`src/rtl/bus_arbiter_pkg.sv`:
```
// Shared definitions for the two-master, five-bank bus arbiter:
// bank map, FSM state encoding and the per-master request bundle.
package bus_arbiter_pkg;

    localparam int unsigned BANK_RAM   = 0;
    localparam int unsigned BANK_LED   = 1;
    localparam int unsigned BANK_VIDEO = 2;
    localparam int unsigned BANK_UART  = 3;
    localparam int unsigned BANK_ENET  = 4;
    localparam int unsigned NBANK      = BANK_ENET + 1;

    typedef enum logic [1:0] {
        ST_IDLE = 2'd0,
        ST_OWN0 = 2'd1,
        ST_OWN1 = 2'd2
    } state_e;

    typedef struct packed {
        logic        stb;
        logic        we;
        logic [31:0] adr;
        logic [3:0]  sel;
        logic [31:0] dat;
    } mreq_t;

    function automatic logic bank_mapped(input logic [7:0] bank);
        return ({24'd0, bank} < NBANK);
    endfunction

endpackage

```
`src/rtl/bus_arbiter.sv`:
```
// Two-master (CPU, DMA) arbiter onto a shared five-bank slave bus with
// fair alternation on contention, unmapped-bank error and wait timeout.
module bus_arbiter
    import bus_arbiter_pkg::*;
#(
    parameter int unsigned TIMEOUT = 64
) (
    input  logic         clk,
    input  logic         rst_ni,

    input  logic         m0_stb_i,
    input  logic         m0_we_i,
    input  logic [31:0]  m0_adr_i,
    input  logic [3:0]   m0_sel_i,
    input  logic [31:0]  m0_dat_i,
    output logic         m0_ack_o,
    output logic         m0_err_o,
    output logic [31:0]  m0_dat_o,

    input  logic         m1_stb_i,
    input  logic         m1_we_i,
    input  logic [31:0]  m1_adr_i,
    input  logic [3:0]   m1_sel_i,
    input  logic [31:0]  m1_dat_i,
    output logic         m1_ack_o,
    output logic         m1_err_o,
    output logic [31:0]  m1_dat_o,

    output logic [4:0]   s_stb_o,
    output logic         s_we_o,
    output logic [31:0]  s_adr_o,
    output logic [3:0]   s_sel_o,
    output logic [31:0]  s_dat_o,
    input  logic [4:0]   s_ack_i,
    input  logic [159:0] s_dat_i,

    output logic [1:0]   grant_o
);

    if (TIMEOUT < 2 || TIMEOUT > 255) begin : g_bad_timeout
        $error("bus_arbiter: TIMEOUT must lie in 2..255");
    end

    state_e      state_q;
    logic        last_q;
    logic [7:0]  cnt_q;

    mreq_t       m0_req;
    mreq_t       m1_req;
    mreq_t       own_req;
    logic        owned;
    logic        own_sel;
    logic [7:0]  bank;
    logic        mapped;
    logic        hit_ack;
    logic [31:0] hit_dat;
    logic        tmo;
    logic        active;
    logic        ack_ok;
    logic        err_unm;
    logic        err_tmo;
    logic        done;
    logic        err;
    logic [31:0] rdat;

    assign m0_req = {m0_stb_i, m0_we_i, m0_adr_i, m0_sel_i, m0_dat_i};
    assign m1_req = {m1_stb_i, m1_we_i, m1_adr_i, m1_sel_i, m1_dat_i};

    assign grant_o = {state_q == ST_OWN1, state_q == ST_OWN0};

    always_comb begin
        owned   = (state_q != ST_IDLE);
        own_sel = (state_q == ST_OWN1);
        own_req = '0;
        if (state_q == ST_OWN0) begin
            own_req = m0_req;
        end else if (state_q == ST_OWN1) begin
            own_req = m1_req;
        end

        bank    = own_req.adr[31:24];
        mapped  = bank_mapped(bank);
        hit_ack = 1'b0;
        hit_dat = '0;
        for (int unsigned i = 0; i < NBANK; i++) begin
            if (bank == 8'(i)) begin
                hit_ack = s_ack_i[i];
                hit_dat = s_dat_i[32*i +: 32];
            end
        end

        // A real slave ack in the terminal-count cycle takes precedence over the timeout.
        tmo     = (cnt_q == 8'(TIMEOUT - 1));
        active  = owned && own_req.stb;
        ack_ok  = active && mapped && hit_ack;
        err_unm = active && !mapped;
        err_tmo = active && mapped && !hit_ack && tmo;
        done    = ack_ok || err_unm || err_tmo;
        err     = err_unm || err_tmo;
        rdat    = (owned && mapped && !err_tmo) ? hit_dat : '0;

        s_stb_o = '0;
        for (int unsigned i = 0; i < NBANK; i++) begin
            s_stb_o[i] = active && mapped && !err_tmo && (bank == 8'(i));
        end
        s_we_o  = own_req.we;
        s_adr_o = own_req.adr;
        s_sel_o = own_req.sel;
        s_dat_o = own_req.dat;

        m0_ack_o = (state_q == ST_OWN0) && done;
        m0_err_o = (state_q == ST_OWN0) && err;
        m0_dat_o = (state_q == ST_OWN0) ? rdat : '0;
        m1_ack_o = (state_q == ST_OWN1) && done;
        m1_err_o = (state_q == ST_OWN1) && err;
        m1_dat_o = (state_q == ST_OWN1) ? rdat : '0;
    end

    always_ff @(posedge clk or negedge rst_ni) begin
        if (!rst_ni) begin
            state_q <= ST_IDLE;
            last_q  <= 1'b1;
            cnt_q   <= '0;
        end else begin
            case (state_q)
                ST_IDLE: begin
                    cnt_q <= '0;
                    if (m0_stb_i && m1_stb_i) begin
                        state_q <= last_q ? ST_OWN0 : ST_OWN1;
                    end else if (m0_stb_i) begin
                        state_q <= ST_OWN0;
                    end else if (m1_stb_i) begin
                        state_q <= ST_OWN1;
                    end
                end
                ST_OWN0, ST_OWN1: begin
                    if (!own_req.stb || done) begin
                        state_q <= ST_IDLE;
                        last_q  <= own_sel;
                        cnt_q   <= '0;
                    end else begin
                        cnt_q <= cnt_q + 8'd1;
                    end
                end
                default: begin
                    state_q <= ST_IDLE;
                    cnt_q   <= '0;
                end
            endcase
        end
    end

endmodule

```
`config.mk`:
```
export PLATFORM = sky130hd
export DESIGN_NAME = bus_arbiter
export DESIGN_NICKNAME = d
export VERILOG_FILES = /design/src/rtl/bus_arbiter_pkg.sv /design/src/rtl/bus_arbiter.sv
export SDC_FILE = /design/constraint.sdc
export NUM_CORES = 1
export LEC_CHECK = 0
export CAP_MARGIN = 25
export CORE_AREA = 2 2 176 178
export CTS_CLUSTER_DIAMETER = 60
export DETAILED_ROUTE_END_ITERATION = 8
export DIE_AREA = 0 0 178 180
export SLEW_MARGIN = 10
export SYNTH_ARGS = -nofsm -noshare
export SYNTH_HDL_FRONTEND = slang
export SYNTH_SLANG_ARGS = --single-unit
export TNS_END_PERCENT = 5
```
`constraint.sdc`:
```
create_clock -name clk -period 4 [get_ports clk]
set_input_delay 1 -clock clk [delete_from_list [all_inputs] [get_ports clk]]
set_output_delay 1 -clock clk [all_outputs]
set_load 0.01 [all_outputs]
```
==> flow_summary.yaml, run 1 <==
outcome:
  outcome: "finished with violations"
  violations: "negative setup slack"
clock_tree:
  cts_buffers: 3
  hold_buffers: 0
  cts_max_path_buffers: 2
  cts_tree: "done"
  cts.sinks: 11
  cts-root-buf: "clkbuf_16"
  path_clk_slew_ns: 0.04
  insertion_delay_ns: 0.24
  htreeDepth: 1
floorplan:
  die_y_um: 180
  io_pins: 451
  start_util: 0.117
  rows: 64
  die-area_um2: 32000
  die_w_um: 178
  core_um2: 30200
worst_setup_path:
  setup.worst_path.class: "input port to output port"
  cp-end-kind: "output port"
  critical_path_required_ns: 3.00
  startpoint_type: "input port"
  path_max_fanout: 7
  crit_arrival_ns: 3.35
logic_synthesis:
  yosysUniqueCellTypes: 61
  yosysTopAreaCell: "nand2_1"
  synth_fp_nets: 913
  yosysTopAreaCellShare: 0.203
  netlist_area_um2: 3530
  synth_edf_count: 0
  yosysWarnings: 0
  ys_ff_latch: 11
  synthCells: 602
  ys_seq_area_frac: 0.0783
  synth_area_per_cell_um2: 5.87
  postSynth.asyncResetShare: 1.00
  synthFlopType: "dfrtp_1"
  yosys-top-cells-area: "nand2_1 (20%), o21ai_0 (9.9%), dfrtp_1 (7.1%)"
timing:
  period_needed_ns: 4.35
  worst_slack_ns: -0.353
  rsz0062_at_grt: "true"
  skew_ns: 0.00325
  final_max_slew_viol_count: 0
  maxSlewHeadroom: 0.492
  max_freq_mhz: 230
  tightest_slew_ns: 0.760
  fin_hold_ws_ns: 0.500
  finalCritPeriodShare: 1.09
  hold_viol: 0
  setup_violations: 73
routing:
  wl_per_cell_um: 17.9
  routed_wl_mm: 26.9
  drc: 0
  postRouteAntennaNets: 0
  viasPerCell: 4.42
  first_pass_iters: 6
  via_count: 6633
  first_iter_violations: 344
place:
  port_buffers: 450
  gp_congestion: 0.891
  place_inst: 1466
  placed_area_um2: 9000
  place_ws_ns: -1.11
  dp_hpwl_mm: 21.0
finish:
  nNetsFinal: 1417
  fin_cells: 1501
  layout-area-overhead-vs-synth_pct: 169
  fin_area_um2: 9480
  drive_gt1_frac: 0.248
  fillerInstances: 3220
  final_common_cell: "clkdlybuf4s50_1"
  final_cell_mix: "clkdlybuf4s50_1 (362), nand2_1 (189), buf_4 (76), o21ai_0 (69), buf_2 (55)"
  antenna_cells: 0
grt:
  gr-usage-all-layers: 0.155
  grt_pass1_wl_mm: 38.1
  grt_max_degree: 127
  grt-ovfl-total: 0
  antenna_found_initial: 6
  grt_pass1_vias: 6540
power_and_ir_drop:
  vdd_drop_max_mv: 0.276
  p_leak_nw: 3.86
  power_density_nw_per_um2: 562
run:
  max_cap_viol_count: 0
min_path:
  hp-class: "flip-flop to flip-flop"
## worst paths after layout
kind	to	cells after the start	slack (ns)	from
min reg2reg	cnt_q[0]	1	0.50	cnt_q[0]
min	cnt_q[0]	1	0.50	cnt_q[0]
max	m1_dat_o[28]	12	-0.35	m1_adr_i[30]
max reg2reg	state_q[1]	12	1.34	state_q[0]
min in group asynchronous	cnt_q[6]	1	1.11	rst_ni
max in group asynchronous	last_q	1	2.53	rst_ni
## per-stage QoR
stage	utilization	TNS, ns	power (mW)
after CTS	0.311	-18.34	5.27
after detailed placement	0.298	-66.51	4.41
after global placement	0.298	-66.22	4.40
after global routing	0.314	-21.34	5.70
final	0.314	-15.28	5.33
after floorplan	-	0	2.18
## flip-flops by register name, indices dropped and copies added, names as in the netlist
register and count:
cnt_q 8, last_q 1, state_q 2
## report_power, final
group,switching (mW),internal (mW),total [mW],leakage (nW)
clock,0.0525,0.134,0.187,0.0382
sequential,0.0182,0.132,0.151,0.148
combinational,2.45,2.54,4.99,3.68
## metal layers
| metal | wire length, µm | track usage | part of all wire | vias up |
|---|---|---|---|---|
| li1 | - | - | - | 3180 |
| met1 | 10400 | 0.175 | 0.39 | 3055 |
| met2 | 13500 | 0.287 | 0.50 | 341 |
| met3 | 2210 | 0.0326 | 0.082 | 51 |
| met4 | 733 | 0.0462 | 0.027 | 6 |
| met5 | 44 | 0 | 0.0016 | - |
## critical path, cell delays in order
cell,delay (ns)
buf_6,0.10
or4_4,0.55
o31a_4,0.30
buf_6,0.12
nor3_4,0.21
buf_6,0.15
buf_12,0.13
buf_4,0.11
a221o_1,0.16
o22ai_1,0.09
nor3_1,0.24
buf_2,0.19
## layout make-up
class	instances	area, µm²	share of cell area
timing repair buffer	559	5380	0.567
multi-input combinational	524	3230	0.340
tap	396	495	0.0522
sequential	11	277	0.0292
clock buffer	4	78.8	0.00831
inverter	7	26.3	0.00277
## logic make-up after synthesis
kind of cell | synth area share
AOI/OAI and AO/OA | 0.338
xor gates and xnor gates | 0.0149
adders and majority gates | 0.0142
buffers and inverters | 0.0943
DFF | 0.0783
muxes | 0.0379
and+or+nand+nor | 0.422
## cell usage after synthesis (3+ instances only)
cell / count
a22oi_1: 4
buf_1: 3
buf_2: 8
clkbuf_1: 38
xnor2_1: 4
buf_4: 3
o21ai_0: 70
dfrtp_1: 10
o22ai_1: 19
inv_1: 6
and3_1: 34
a222oi_1: 11
a21oi_1: 30
a32oi_1: 4
nand2_1: 191
nand3_1: 7
ha_1: 4
nor3_2: 6
a221o_1: 17
nor2_1: 25
mux2_2: 11
nor3_1: 36
buf_6: 8
and2_1: 3
## what timing repair did
action                                  4_1_cts  5_1_grt
endpoints found under the setup margin       73       73
pin swaps                                    46       39
gates resized for setup                     330       88
setup buffers                                26        2
gates cloned                                  5        0
(Power assumes the default switching activity.)
==> run 2, diff against run 1 <==
--- a/config.mk
+++ b/config.mk
@@ -10,6 +10,7 @@
 export CTS_CLUSTER_DIAMETER = 60
 export DETAILED_ROUTE_END_ITERATION = 8
 export DIE_AREA = 0 0 178 180
+export SKIP_LAST_GASP = 1
 export SLEW_MARGIN = 10
 export SYNTH_ARGS = -nofsm -noshare
 export SYNTH_HDL_FRONTEND = slang
==> run 2 against run 1 <==
The flow still finishes with violations (negative setup slack). Sequential share of layout area barely moved. Clock power barely moved. First-iteration DRC count fell by 2.3%. Worst hold slack barely moved. Sequential power barely moved. Count of clock-buffer cells in the layout did not move. Die area did not move. Cell area fell by 0.62%. Clock skew barely moved. Power fell by 0.80%. Flip-flop and latch count did not move. Cell count did not move. Largest cell class unchanged.
==> flow_summary.yaml, run 2 (same netlist as run 1, synthesis figures left out) <==
routing:
  first_iter_violations: 336
  postRouteAntennaNets: 0
  via_count: 6591
  drc: 0
  viasPerCell: 4.39
  routed_wl_mm: 26.9
  wl_per_cell_um: 17.9
  first_pass_iters: 5
finish:
  fin_cells: 1501
  drive_gt1_frac: 0.219
  nNetsFinal: 1417
  largest_register_ffs: 8
  final_common_cell: "clkdlybuf4s50_1"
  final_cell_mix: "clkdlybuf4s50_1 (364), nand2_1 (190), buf_4 (81), o21ai_0 (69), buf_2 (47)"
  reg_top3: "cnt_q (8), state_q (2), last_q (1)"
  antenna_cells: 0
  fin_area_um2: 9430
  fillerInstances: 3239
  largest-register: "cnt_q"
  final_util: 0.312
  layout-area-overhead-vs-synth_pct: 167
place:
  dp_hpwl_mm: 21.0
  port_buffers: 450
  placed_area_um2: 9000
  place_inst: 1466
  gp_congestion: 0.891
timing:
  setup_violations: 73
  rsz0062_at_grt: "true"
  skew_ns: 0.00325
  tightest_slew_ns: 0.758
  maxSlewHeadroom: 0.493
  worst_slack_ns: -0.412
  period_needed_ns: 4.41
  finalCritPeriodShare: 1.10
  final_max_slew_viol_count: 0
  hold_viol: 0
  max_freq_mhz: 227
floorplan:
  die-area_um2: 32000
  io_pins: 451
  core_um2: 30200
  start_util: 0.117
  rows: 64
  die_y_um: 180
  die_w_um: 178
clock_tree:
  hold_buffers: 0
  cts-root-buf: "clkbuf_16"
  path_clk_slew_ns: 0.04
  cts.sinks: 11
  htreeDepth: 1
  insertion_delay_ns: 0.24
  cts_max_path_buffers: 2
  cts_tree: "done"
  cts_buffers: 3
run:
  max_cap_viol_count: 0
worst_setup_path:
  crit_arrival_ns: 3.41
  critical_path_required_ns: 3.00
  startpoint_type: "input port"
  cp-end-kind: "output port"
  path_max_fanout: 4
  setup.worst_path.class: "input port to output port"
  rr_worst_depth: 12
power_and_ir_drop:
  vdd_drop_max_mv: 0.263
  power_density_nw_per_um2: 561
  power.total_mw: 5.29
  p_leak_nw: 3.87
grt:
  antenna_found_initial: 6
  grt_pass1_vias: 6518
  grt-ovfl-total: 0
  grt_pass1_wl_mm: 38.1
  gr-usage-all-layers: 0.155
  grt_max_degree: 127
min_path:
  hold_depth: 1
  hp-class: "flip-flop to flip-flop"
outcome:
  violations: "negative setup slack"
  outcome: "finished with violations"
run 2: changes by cell type in the layout (fill, tap and decap cells not counted), moves of 6 or more:
cell / change
nor3_1: +8
nor3_2: -8
buf_6: -8
clkbuf_2: -6
buf_2: -8
dlygate4sd2_1: +13
run 2: timing repair:
item | CTS | global route
hold endpoints to repair | 0 | 0
gates resized for setup | 324 | 18
cloned | 5 | 0
pin swaps | 46 | 14
setup endpoints to repair | 73 | 73
buffers inserted | 26 | 2
run 2: metal layers:
layer / GRT usage / wire length [µm] / part of all wire
met5: 0 / 44 / 0.0016
met4: 0.0423 / 691 / 0.026
met3: 0.0324 / 2160 / 0.080
met2: 0.288 / 13500 / 0.50
met1: 0.175 / 10400 / 0.39
run 2: final timing paths:
path,end,slack [ns],from
worst max-delay path,m0_dat_o[12],-0.41,m1_adr_i[30]
worst min-delay path,cnt_q[0],0.50,cnt_q[0]
worst max register to register,state_q[1],1.33,state_q[0]
worst min register to register,cnt_q[0],0.50,cnt_q[0]
max in group asynchronous,last_q,2.53,rst_ni
min in group asynchronous,cnt_q[6],1.11,rst_ni
run 2: cell type report:
cell class	instances	area, µm²	area share
Tap cell	396	495	0.0526
Timing Repair Buffer	559	5400	0.573
Multi-Input combinational cell	524	3150	0.334
Clock buffer	4	78.8	0.00836
Sequential cell	11	277	0.0293
Inverter	7	26.3	0.00279
run 2: report_power, final:
part / switching (mW) / total (mW) / internal (mW) / leakage (nW)
Sequential: 0.0182 / 0.151 / 0.132 / 0.148
Combinational: 2.41 / 4.95 / 2.54 / 3.68
Clock: 0.0519 / 0.186 / 0.134 / 0.0382
Total: 2.48 / 5.29 / 2.81 / 3.87
run 2: per-stage QoR:
stage / hold WS [ns] / setup WS, ns / setup TNS, ns
floorplan: 0.464 / 0.122 / 0
global placement: 0.493 / -1.11 / -66.22
detailed placement: 0.494 / -1.11 / -66.51
CTS: 0.501 / -0.340 / -19.36
global route: 0.526 / -0.442 / -27.10
finish: 0.500 / -0.412 / -21.29
run 2: worst max-delay path, stage by stage:
cell           delay [ns]
buf_6                0.10
or4_4                0.55
o31a_4               0.30
buf_4                0.14
buf_4                0.14
nor3_1               0.25
buf_4                0.19
a32oi_1              0.05
and3_1               0.24
nor3_2               0.17
dlygate4sd2_1        0.28
